===== src/rtl/keypad_pkg.sv =====
// Shared types for the keypad scanner: FSM state encoding and key-index width helper.
package keypad_pkg;

    typedef enum logic [1:0] {
        ST_SCAN    = 2'd0,
        ST_CONFIRM = 2'd1,
        ST_HELD    = 2'd2,
        ST_RELEASE = 2'd3
    } kp_state_e;

    // Width of a key index row*COLS+col; never narrower than one bit.
    function automatic int key_width(input int rows, input int cols);
        return (rows * cols > 1) ? $clog2(rows * cols) : 1;
    endfunction

endpackage


===== src/rtl/key_fifo.sv =====
// First-word-fall-through event FIFO; the head is visible on data_o whenever valid_o is high.
module key_fifo #(
    parameter int DEPTH = 4,
    parameter int WIDTH = 4
) (
    input  logic             clk,
    input  logic             n_reset,
    input  logic             push_i,
    input  logic [WIDTH-1:0] data_i,
    input  logic             pop_i,
    output logic [WIDTH-1:0] data_o,
    output logic             valid_o,
    output logic             full_o
);
    localparam int AW = (DEPTH > 1) ? $clog2(DEPTH) : 1;

    logic [WIDTH-1:0] mem_q [DEPTH];
    logic [AW-1:0]    wr_ptr_q, wr_ptr_d;
    logic [AW-1:0]    rd_ptr_q, rd_ptr_d;
    logic [AW:0]      count_q, count_d;
    logic             do_push, do_pop;

    assign valid_o = (count_q != '0);
    assign full_o  = (count_q == (AW+1)'(DEPTH));
    assign data_o  = valid_o ? mem_q[rd_ptr_q] : '0;

    // A pop frees the head slot in the same cycle, so a full FIFO still accepts a push.
    assign do_pop  = pop_i && valid_o;
    assign do_push = push_i && (!full_o || do_pop);

    always_comb begin
        wr_ptr_d = wr_ptr_q;
        rd_ptr_d = rd_ptr_q;
        count_d  = count_q;
        if (do_push) wr_ptr_d = wr_ptr_q + 1'b1;
        if (do_pop)  rd_ptr_d = rd_ptr_q + 1'b1;
        if (do_push && !do_pop)      count_d = count_q + 1'b1;
        else if (!do_push && do_pop) count_d = count_q - 1'b1;
    end

    always_ff @(posedge clk or negedge n_reset) begin
        if (!n_reset) begin
            wr_ptr_q <= '0;
            rd_ptr_q <= '0;
            count_q  <= '0;
            for (int i = 0; i < DEPTH; i++) mem_q[i] <= '0;
        end else begin
            wr_ptr_q <= wr_ptr_d;
            rd_ptr_q <= rd_ptr_d;
            count_q  <= count_d;
            if (do_push) mem_q[wr_ptr_q] <= data_i;
        end
    end

endmodule


===== src/rtl/keypad_scan_ctrl.sv =====
// Matrix keypad scanner: rotates a one-hot column drive, debounces a single pressed key
// and queues one key-index event per debounced press.
module keypad_scan_ctrl
    import keypad_pkg::*;
#(
    parameter int ROWS         = 4,
    parameter int COLS         = 4,
    parameter int DWELL_CYCLES = 27_000,
    parameter int DB_SAMPLES   = 4,
    parameter int FIFO_DEPTH   = 4,
    localparam int KW          = key_width(ROWS, COLS)
) (
    input  logic            clk,
    input  logic            n_reset,
    input  logic [ROWS-1:0] filas_raw,
    output logic [COLS-1:0] columnas,
    output logic [KW-1:0]   key_code,
    output logic            key_valid,
    input  logic            key_ready,
    output logic            key_held,
    output logic            overflow,
    output kp_state_e       dbg_state
);
    // Event handshake: the head event transfers on a rising clk edge where key_valid && key_ready;
    // key_code is stable while key_valid is high and not yet accepted.
    localparam int TW = (DWELL_CYCLES > 1) ? $clog2(DWELL_CYCLES) : 1;
    localparam int DW = $clog2(DB_SAMPLES + 1);
    localparam int RW = (ROWS > 1) ? $clog2(ROWS) : 1;
    localparam int CW = (COLS > 1) ? $clog2(COLS) : 1;

    logic [ROWS-1:0] sync1_q, sync2_q;
    logic [TW-1:0]   tick_cnt_q, tick_cnt_d;
    logic            tick;

    kp_state_e       state_q;
    logic [COLS-1:0] columnas_q;
    logic [ROWS-1:0] row_q;
    logic [KW-1:0]   key_q;
    logic [DW-1:0]   db_cnt_q;
    logic            key_held_q;
    logic            overflow_q;

    logic            rows_zero, rows_one, row_match, last_sample;
    logic [COLS-1:0] columnas_rot;
    logic [RW-1:0]   row_idx;
    logic [CW-1:0]   col_idx;
    logic [KW-1:0]   key_calc;
    logic            push, pop, fifo_full;

    always_ff @(posedge clk or negedge n_reset) begin
        if (!n_reset) begin
            sync1_q <= '0;
            sync2_q <= '0;
        end else begin
            sync1_q <= filas_raw;
            sync2_q <= sync1_q;
        end
    end

    assign tick       = (tick_cnt_q == TW'(DWELL_CYCLES - 1));
    assign tick_cnt_d = tick ? '0 : tick_cnt_q + 1'b1;

    always_ff @(posedge clk or negedge n_reset) begin
        if (!n_reset) tick_cnt_q <= '0;
        else          tick_cnt_q <= tick_cnt_d;
    end

    assign rows_zero    = (sync2_q == '0);
    assign rows_one     = !rows_zero && ((sync2_q & (sync2_q - ROWS'(1))) == '0);
    assign row_match    = (sync2_q == row_q);
    assign last_sample  = (db_cnt_q == DW'(DB_SAMPLES - 1));
    assign columnas_rot = {columnas_q[COLS-2:0], columnas_q[COLS-1]};

    always_comb begin
        row_idx = '0;
        col_idx = '0;
        for (int i = 0; i < ROWS; i++) if (sync2_q[i])    row_idx = RW'(i);
        for (int j = 0; j < COLS; j++) if (columnas_q[j]) col_idx = CW'(j);
        key_calc = KW'(int'(row_idx) * COLS + int'(col_idx));
    end

    assign push = tick && (state_q == ST_CONFIRM) && row_match && last_sample;
    assign pop  = key_valid && key_ready;

    always_ff @(posedge clk or negedge n_reset) begin
        if (!n_reset) begin
            state_q    <= ST_SCAN;
            columnas_q <= COLS'(1);
            row_q      <= '0;
            key_q      <= '0;
            db_cnt_q   <= '0;
            key_held_q <= 1'b0;
        end else if (tick) begin
            case (state_q)
                ST_SCAN: begin
                    // Multi-row samples are ghosting and are scanned past like an idle column.
                    if (rows_one) begin
                        row_q    <= sync2_q;
                        key_q    <= key_calc;
                        db_cnt_q <= '0;
                        state_q  <= ST_CONFIRM;
                    end else begin
                        columnas_q <= columnas_rot;
                    end
                end
                ST_CONFIRM: begin
                    if (!row_match) begin
                        db_cnt_q <= '0;
                        state_q  <= ST_SCAN;
                    end else if (last_sample) begin
                        db_cnt_q   <= '0;
                        key_held_q <= 1'b1;
                        state_q    <= ST_HELD;
                    end else begin
                        db_cnt_q <= db_cnt_q + 1'b1;
                    end
                end
                ST_HELD: begin
                    if (rows_zero) begin
                        db_cnt_q <= '0;
                        state_q  <= ST_RELEASE;
                    end
                end
                ST_RELEASE: begin
                    if ((sync2_q & row_q) != '0) begin
                        db_cnt_q <= '0;
                        state_q  <= ST_HELD;
                    end else if (!rows_zero) begin
                        db_cnt_q <= '0;
                    end else if (last_sample) begin
                        db_cnt_q   <= '0;
                        key_held_q <= 1'b0;
                        columnas_q <= columnas_rot;
                        state_q    <= ST_SCAN;
                    end else begin
                        db_cnt_q <= db_cnt_q + 1'b1;
                    end
                end
                default: state_q <= ST_SCAN;
            endcase
        end
    end

    always_ff @(posedge clk or negedge n_reset) begin
        if (!n_reset)                       overflow_q <= 1'b0;
        else if (push && fifo_full && !pop) overflow_q <= 1'b1;
    end

    key_fifo #(
        .DEPTH (FIFO_DEPTH),
        .WIDTH (KW)
    ) u_fifo (
        .clk     (clk),
        .n_reset (n_reset),
        .push_i  (push),
        .data_i  (key_q),
        .pop_i   (key_ready),
        .data_o  (key_code),
        .valid_o (key_valid),
        .full_o  (fifo_full)
    );

    assign columnas  = columnas_q;
    assign key_held  = key_held_q;
    assign overflow  = overflow_q;
    assign dbg_state = state_q;

endmodule


===== config.mk =====
export PLATFORM = sky130hd
export DESIGN_NAME = keypad_scan_ctrl
export DESIGN_NICKNAME = d
export VERILOG_FILES = /design/src/rtl/keypad_pkg.sv /design/src/rtl/key_fifo.sv /design/src/rtl/keypad_scan_ctrl.sv
export SDC_FILE = /design/constraint.sdc
export NUM_CORES = 1
export LEC_CHECK = 0
export CAP_MARGIN = 0
export CORE_MARGIN = 4
export CORE_UTILIZATION = 25
export CTS_CLUSTER_SIZE = 14
export DETAILED_ROUTE_END_ITERATION = 8
export DONT_BUFFER_PORTS = 1
export GPL_ROUTABILITY_DRIVEN = 0
export HOLD_SLACK_MARGIN = 0.12
export PLACE_DENSITY = 0.43
export SETUP_SLACK_MARGIN = 0.3
export SLEW_MARGIN = 20
export SYNTH_ARGS = -nofsm -noshare
export SYNTH_HDL_FRONTEND = slang
export SYNTH_HIERARCHICAL = 1
export SYNTH_SLANG_ARGS = --single-unit

===== constraint.sdc =====
create_clock -name clk -period 9.55 [get_ports clk]
set_input_delay 1.91 -clock clk [delete_from_list [all_inputs] [get_ports clk]]
set_output_delay 1.91 -clock clk [all_outputs]
set_load 0.01 [all_outputs]

Word level (Yosys, flattened, before mapping)
Index checks and enable logic that the tools add are counted.
{ "word_totals": {"reg_bits": 65, "latch_bits": 0, "ram_bits": 0, "rom_bits": 0, "in_bits": 7, "out_inout_bits": 13, "word_cells": 121, "memories": 0} }
{ "op_classes": {"n_addsub": 8, "mul": 0, "div": 0, "order_cmp": 3, "n_eq_ne": 18, "shift": 0, "muxes": 42, "bitwise": 4, "reduce_logical": 29} }
{ "op_table": {"columns": ["cell", "n"], "rows": [
  ["2-to-1 mux 4 bit", 8],
  ["2-to-1 mux 3 bit", 8],
  ["2-to-1 mux 2 bit", 11],
  ["bitwise mux 16 bit", 1],
  ["!= test 2 bit (second input constant)", 8],
  ["adder 15 x 1 -> 15 bit (second input constant)", 1],
  ["equality test 15 bit (second input constant)", 1],
  ["2-to-1 mux 15 bit", 1],
  ["one-hot mux 3 bit (4 select lines)", 1],
  ["AND reduction 6 bit", 2],
  ["logical AND 1 bit", 11],
  ["!= test 3 bit (second input constant)", 3],
  ["AND 4 bit", 2],
  ["binary-select mux 4 bit (select 2 bit)", 1],
  ["demux 4 bit (select 2 bit)", 1],
  ["logical NOT 4 bit", 2],
  ["one-hot mux 2 bit (4 select lines)", 1],
  ["one-hot mux 4 bit (2 select lines)", 1],
  ["2-to-1 mux 1 bit", 7],
  ["AND reduction 7 bit", 1],
  ["adder 3 x 1 -> 3 bit (second input constant)", 2],
  ["greater-or-equal comparator 3 bit (second input constant)", 2],
  ["NOT 2 -> 3 bit", 2],
  ["AND reduction 3 bit", 2],
  ["17 further kinds", 24]
]} }

Longest topological paths before layout
Gate-level depths: netlist of run 1.
{ "depth": {"depth_word": 9, "depth_mapped": 12, "depth_no_buf": 12} }

Hierarchy
The synthesis of run 1 kept the hierarchy.
{ "by_module_without_submodules": {"columns": ["mod", "n_inst", "cells_per_inst", "area_each_um2", "seq_area_each_um2"], "rows": [
  ["keypad_scan_ctrl", 1, 175, 1910.6, 1052.3],
  ["key_fifo", 1, 81, 1134.8, 575.6]
]} }

Worst setup path before layout of run 1
OpenSTA, ideal clock, no wires.
{ "synth_path": {"path_type": "input port to flip-flop", "from": "input port key_ready", "to": "register u_fifo.count_q[1]", "setup_ps": 125, "arrival_time_ps": 3260, "t_required_ps": 9425, "slack_ps": 6166, "path_stages": 6, "n_path_buf": 0, "path_cell_list": "nor4b_4 -> nor2b_1 -> ha_1 -> inv_1 -> fa_1 -> mux2_2"} }
{ "synth_between": {"word_cells_on_any_way": 9, "cone_classes": "mux (1); reduce/logical (8)"} }
{ "synth_rtl": {"columns": ["element", "line_no", "rtl"], "rows": [
  ["start: declaration", "keypad_scan_ctrl.sv:19", "input logic key_ready,"],
  ["logical AND 1 bit", "key_fifo.sv:28", "assign do_pop = pop_i && valid_o;"],
  ["logical OR 1 bit", "key_fifo.sv:29", "assign do_push = push_i && (!full_o || do_pop);"],
  ["logical AND 1 bit", "key_fifo.sv:29", null],
  ["net u_fifo.do_push", "key_fifo.sv:21", "logic do_push, do_pop;"],
  ["logical AND 1 bit", "key_fifo.sv:37", "if (do_push && !do_pop) count_d = count_q + 1'b1;"],
  ["2-to-1 mux 3 bit", "key_fifo.sv:37", null],
  ["net u_fifo.count_d[1]", "key_fifo.sv:20", "logic [AW:0] count_q, count_d;"],
  ["end signal: assignment", "key_fifo.sv:50", "count_q <= count_d;"],
  ["end: declaration", "key_fifo.sv:20", null]
]} }
The timed path passes the listed nets, and every way through them passes these cells.
A chain may end at the register's enable or synchronous reset.

Worst setup path after layout of run 1
{ "layout_path": {"from": "register tick_cnt_q[10]", "to": "register u_fifo.count_q[2]"} }
{ "layout_between": {"elab_chain_cells": 8, "word_cells_on_any_way": 10, "cone_classes": "eq/ne (1); mux (1); reduce/logical (8)"} }
{ "layout_lines": {"columns": ["element", "line_no", "rtl"], "rows": [
  ["start: declaration", "keypad_scan_ctrl.sv:32", "logic [TW-1:0] tick_cnt_q, tick_cnt_d;"],
  ["start signal: assignment", "keypad_scan_ctrl.sv:65", "else tick_cnt_q <= tick_cnt_d;"],
  ["equality test 15 bit (*)", "keypad_scan_ctrl.sv:60", "assign tick = (tick_cnt_q == TW'(DWELL_CYCLES - 1));"],
  ["logical AND 1 bit (*) (3 in a row)", "keypad_scan_ctrl.sv:82", "assign push = tick && (state_q == ST_CONFIRM) && row_match && last_sample;"],
  ["net push", "keypad_scan_ctrl.sv:48", "logic push, pop, fifo_full;"],
  ["logical AND 1 bit (*)", "key_fifo.sv:29", null],
  ["net u_fifo.do_push", "key_fifo.sv:21", null],
  ["logical NOT 1 bit", "key_fifo.sv:38", "else if (!do_push && do_pop) count_d = count_q - 1'b1;"],
  ["logical AND 1 bit", "key_fifo.sv:38", null],
  ["nonzero test 2 bit (no source line)", null, null]
]} }
Mark *: on every way through the listed nets, which the timed path passes. The rest lies on a longest branch.

==> results.tsv, run 1 <==
metric	value	unit
DP Worst Slack	5.77	ns
dpl cell area	0.00321	mm²
Synth cell types	40	
htree depth	3	
IO Pins	20	
most frequent cells in the layout	dfrtp_1 (64), nor2_1 (25), mux2_2 (25)	
vias in the first global route	1935	
Crit path arrival time	3.99	ns
largest cells by area after synthesis	dfrtp_1 (53%), mux2_2 (9.2%), ha_1 (4.5%)	
largest net degree at the start of global routing	66	
Port-buffer cells	0	
first-pass GRT wire length	9.94	mm
grt ovf	0	
Max Slew Vio Count	0	
RSZ-0062 raised after global routing	no	
final-report hold violation count	0	
number of synthesized flops with an enable pin	0	
dpl hpwl	3.93	mm
Setup Fix Bufs, Post-CTS	0	
critical path's largest stage delay	0.77	ns
vias per std cell	4.54	
#FFs+latches synth	65	
clk_skew	0.00624	ns
final wirelength	5.70	mm
Via Count	1871	
Slowest-stage cell, CP	nor4b_4	
Post-Syn Area per Cell	11.9	µm²
Design Power	0.629	mW
antenna-violating nets left	0	
layout cells sized above 1	0.185	
row cnt	40	
Die H	118	µm
fin crit share	0.392	
CP Max Fanout	15	
PwrDens	179	mW/mm²
Buf+Inv Stages, Crit Path	1	
Final setup viols	0	
TritonCTS Buffers	9	
Worst-Skew Late Latency	0.33	ns
cell family with most CP delay	simple AND/OR/NAND/NOR gates	
CORE AREA	0.0120	mm²
Post-Layout Cell Count	412	
Seq/Total Area, Yosys	0.535	
leading area contributor after synthesis	dfrtp_1	
CTS Sinks	65	
CP Data Required Time	9.80	ns
Max VDD drop	0.137	mV
die width	118	µm
synthesized area	0.00305	mm²
wire per inst	13.8	µm
drt pass-1 iters	4	
Die ar.	0.0140	mm²
Mapped Nets	275	
Initial Util	0.255	
Fin Hold WS	0.350	ns
initial DRC count	74	
Slew HR	0.345	
Layout area overhead	15.5	%
crit path launch type	flop	
Finished Cell Area	0.00352	mm²
Clock Tree Buf Depth	2	
YS warnings	6	
top cell type's share of synthesized area	0.526	
status	completed	
worst path cell trace	or4b_4, nor4b_4, nand2_1, nor2_1, nor2b_1, ha_1, inv_1, fa_1, xor2_1, nor2_1, xor2_1	
Async SR Flop Fraction	1.00	
Crit Path Class	flop to flop	
ys flop type	dfrtp_1	
antenna cells	0	
MaxCap Viol Count	0	
Nets	280	
residual DRC count	0	
final core occ	0.294	
TNS Setup	0	ns
Max Clk Rate	267	MHz
initial antenna violation count	0	
GRT Util Overall	0.0901	
leading cell type in the layout, fill and taps excluded	dfrtp_1	
total leakage power	1.57	nW
post-CTS sizing	0	
Worst Setup End Kind	flop	
root buffer cell	clkbuf_16	
fin crit period	3.74	ns
CTS tree	yes	
cells after synthesis	256	
CTS clk-pin slew, worst paths	0.05	ns
hold crit path type	flop to flop	
final worst setup slack	5.81	ns
Tightest Pin Transition	0.978	ns
dpl cells	397	
CTS Hold Bufs	0	
==> synthesized netlist by cell type, types with 5 or more instances <==
master    count
a21oi_1       5
clkbuf_1      5
dfrtp_1      64
ha_1         11
xor2_1        6
xnor2_1      13
o21ai_0       7
inv_1        10
nor2_1       25
nand2_1      19
nand3_1      13
mux2_2       25
==> registers in the layout (all words and copies together), names as in the netlist <==
name	flops
u_fifo/mem_q	16
u_fifo/count_q	3
sync2_q	4
row_q	4
db_cnt_q	3
columnas	4
u_fifo/wr_ptr_q	2
overflow	1
dbg_state	2
key_q	4
u_fifo/rd_ptr_q	2
sync1_q	4
key_held	1
tick_cnt_q	15
==> where the power goes <==
part           switching, mW  leakage [nW]  total, mW  internal (mW)
clock network          0.113         0.153      0.347          0.234
logic                0.00143         0.547    0.00269        0.00126
registers            0.00206         0.867      0.280          0.277
total                  0.116          1.57      0.629          0.512
==> final timing paths <==
kind / startpoint / endpoint / slack, ns / depth (start not counted)
max: tick_cnt_q[10] / u_fifo/count_q[2] / 5.81 / 11
min: sync1_q[3] / sync2_q[3] / 0.35 / 0
max reg2reg: tick_cnt_q[10] / u_fifo/count_q[2] / 5.81 / 11
min reg2reg: sync1_q[3] / sync2_q[3] / 0.35 / 0
max in group asynchronous: n_reset / columnas[0] / 8.08 / 0
min in group asynchronous: n_reset / u_fifo/wr_ptr_q[1] / 1.28 / 0
==> cells by family after synthesis <==
family                     count (synthesis)  synth area share
and+or+nand+nor                           90             0.160
AOI/OAI and AO/OA                         24            0.0534
DFF                                       65             0.535
xor gates and xnor gates                  19            0.0546
adders and majority gates                 12            0.0518
muxes                                     30             0.125
buffers and inverters                     16            0.0201
==> layer usage <==
metal,routed length (µm),share of wire,track usage,up-vias
met4,98,0.017,0.0355,0
met5,0,0,0,-
met1,2610,0.46,0.112,931
met2,2720,0.48,0.140,27
met3,271,0.048,0.0368,9
li1,-,-,-,904
==> final cells by class <==
class	count	area, µm²
fillers	1199	8440
flip-flops and latches	65	1630
multi-input cells	175	1360
clock buffers	12	246
well taps	147	184
clock inverters	3	65.1
inverters	10	37.5
Power figures use the tool's default switching activity.
==> run 2: changes to the inputs <==
Settings changed: PLACE_DENSITY 0.43 to 0.45.
Clock period 9.55 ns to 3.4 ns, I/O delays scaled along.
==> results.tsv, run 2 (synthesized netlist as in run 1, its figures left out) <==
metric	value	unit
Largest register FFs	16	
PwrDens	503	mW/mm²
Setup Fix Bufs, Post-CTS	0	
hold crit path type	input pin to asynchronous set/reset pin	
Max Slew Vio Count	0	
status	completed	
RSZ-0062 raised after global routing	no	
antenna-violating nets left	0	
final wirelength	5.88	mm
CP most frequent cell	xor2_1	
IO Pins	20	
vias per std cell	4.51	
TNS Setup	0	ns
CTS tree	yes	
vias in the first global route	1989	
grt ovf	0	
critical path's largest stage delay	0.57	ns
largest net degree at the start of global routing	65	
drt pass-1 iters	4	
Clock Tree Buf Depth	2	
Final setup viols	0	
Max VDD drop	0.328	mV
Fin Hold WS	0.193	ns
CP Data Required Time	3.65	ns
Initial Util	0.255	
GRT Util Overall	0.0944	
Slew HR	0.366	
worst path cell trace	or4b_4, nor4b_4, nand2_1, nor2_2, nor2b_4, ha_1, inv_1, fa_1, xor2_1, nor2_1, xor2_1	
CORE AREA	0.0120	mm²
fin crit share	0.844	
Worst Setup End Kind	flop	
htree depth	3	
fin crit period	2.87	ns
most frequent cells in the layout	dfrtp_1 (64), mux2_2 (25), nor2_1 (24)	
Comb power frac	0.014	
Seq pwr share	0.436	
TritonCTS Buffers	9	
wire per inst	14.1	µm
Port-buffer cells	0	
initial DRC count	76	
clk_skew	0.00606	ns
first-pass GRT wire length	10.5	mm
Via Count	1877	
dpl hpwl	3.98	mm
leading cell type in the layout, fill and taps excluded	dfrtp_1	
Crit path arrival time	3.12	ns
die width	118	µm
initial antenna violation count	0	
Pint	1.45	mW
total leakage power	1.60	nW
Slowest-stage cell, CP	or4b_4	
CP Max Fanout	5	
Tightest Pin Transition	0.946	ns
CTS clk-pin slew, worst paths	0.05	ns
Clk pwr share	0.550	
Die H	118	µm
FILL cells	1239	
residual DRC count	0	
CTS Sinks	65	
switching share of power	0.196	
crit path launch type	flop	
biggest regs	u_fifo/mem_q (16), tick_cnt_q (15)	
layout cells sized above 1	0.208	
register name with the most flops	u_fifo/mem_q	
final-report hold violation count	0	
MaxCap Viol Count	0	
antenna cells	0	
Worst-Skew Late Latency	0.33	ns
Crit Path Class	flop to flop	
row cnt	40	
Max Clk Rate	348	MHz
root buffer cell	clkbuf_16	
Nets	283	
Layout area overhead	17.5	%
Die ar.	0.0140	mm²
P_sw	0.354	mW
Design Power	1.80	mW
run 2: changes by cell type in the layout (fill, tap and decap cells not counted):
cell,previous run,this run
buf_16,0,1
nor2b_4,0,1
clkbuf_1,2,1
buf_4,0,2
nor2_1,25,24
nor2b_1,3,2
clkinv_4,0,1
nor2_2,0,1
clkinv_2,1,2
run 2: routing by layer:
metal | track usage | vias to the layer above | routed length (µm) | part of all wire
li1 | - | 910 | - | -
met1 | 0.118 | 929 | 2760 | 0.47
met2 | 0.145 | 29 | 2760 | 0.47
met3 | 0.0373 | 9 | 261 | 0.044
met4 | 0.0413 | 0 | 97 | 0.016
met5 | 0 | - | 0 | 0
run 2: area by class of cell:
type / count / area, µm² / area share
clock inverter: 5 / 78.8 / 0.0220
sequential: 65 / 1630 / 0.455
clock buffer: 11 / 243 / 0.0678
timing repair buffer: 3 / 42.5 / 0.0119
inverter: 10 / 37.5 / 0.0105
tap: 147 / 184 / 0.0514
multi-input combinational: 175 / 1370 / 0.382
run 2: path summary, 6_finish.rpt:
path	slack [ns]	endpoint	depth (start not counted)	startpoint
setup / recovery	0.53	u_fifo/count_q[2]	11	tick_cnt_q[10]
setup reg to reg	0.53	u_fifo/count_q[2]	11	tick_cnt_q[10]
max in group asynchronous	2.90	row_q[2]	1	n_reset
hold reg to reg	0.35	sync2_q[2]	0	sync1_q[2]
min in group clk	0.35	sync2_q[2]	0	sync1_q[2]
hold / removal	0.19	columnas[0]	0	n_reset
run 2: worst max-delay path: cells and delay by family (launching register included):
| family | cells | cell delay (ns) |
|---|---|---|
| buf+inv | 1 | 0.06 |
| flops | 1 | 0.42 |
| simple gates | 6 | 1.43 |
| xor+xnor | 2 | 0.32 |
| fa+ha+maj | 2 | 0.56 |
run 2: timing repair:
action,CTS,global route
hold endpoints to repair,64,0
endpoints found under the setup margin,0,2
gates resized for setup,0,3
hold buffers,1,0
run 2: power groups by stage:
| stage | Clock [mW] | Sequential [mW] | Combinational (mW) |
|---|---|---|---|
| 3_5_place_dp | 0 | 0.798 | 0.00783 |
| 3_3_place_gp | 0 | 0.798 | 0.00753 |
| 6_report | 0.990 | 0.785 | 0.0254 |
| 2_1_floorplan | 0 | 0.796 | 0.00643 |
| 5_1_grt | 1.06 | 0.785 | 0.0307 |
| 4_1_cts | 1.03 | 0.784 | 0.0275 |
run 2: metrics by stage:
step,instances,util,cell area (µm²),worst slack [ns]
detailed placement,399,0.269,3220,0.400
finish,416,0.299,3580,0.529
floorplan,256,-,3050,0.387
global placement,399,0.269,3220,0.530
global route,416,0.299,3580,0.290
CTS,416,0.298,3570,0.374
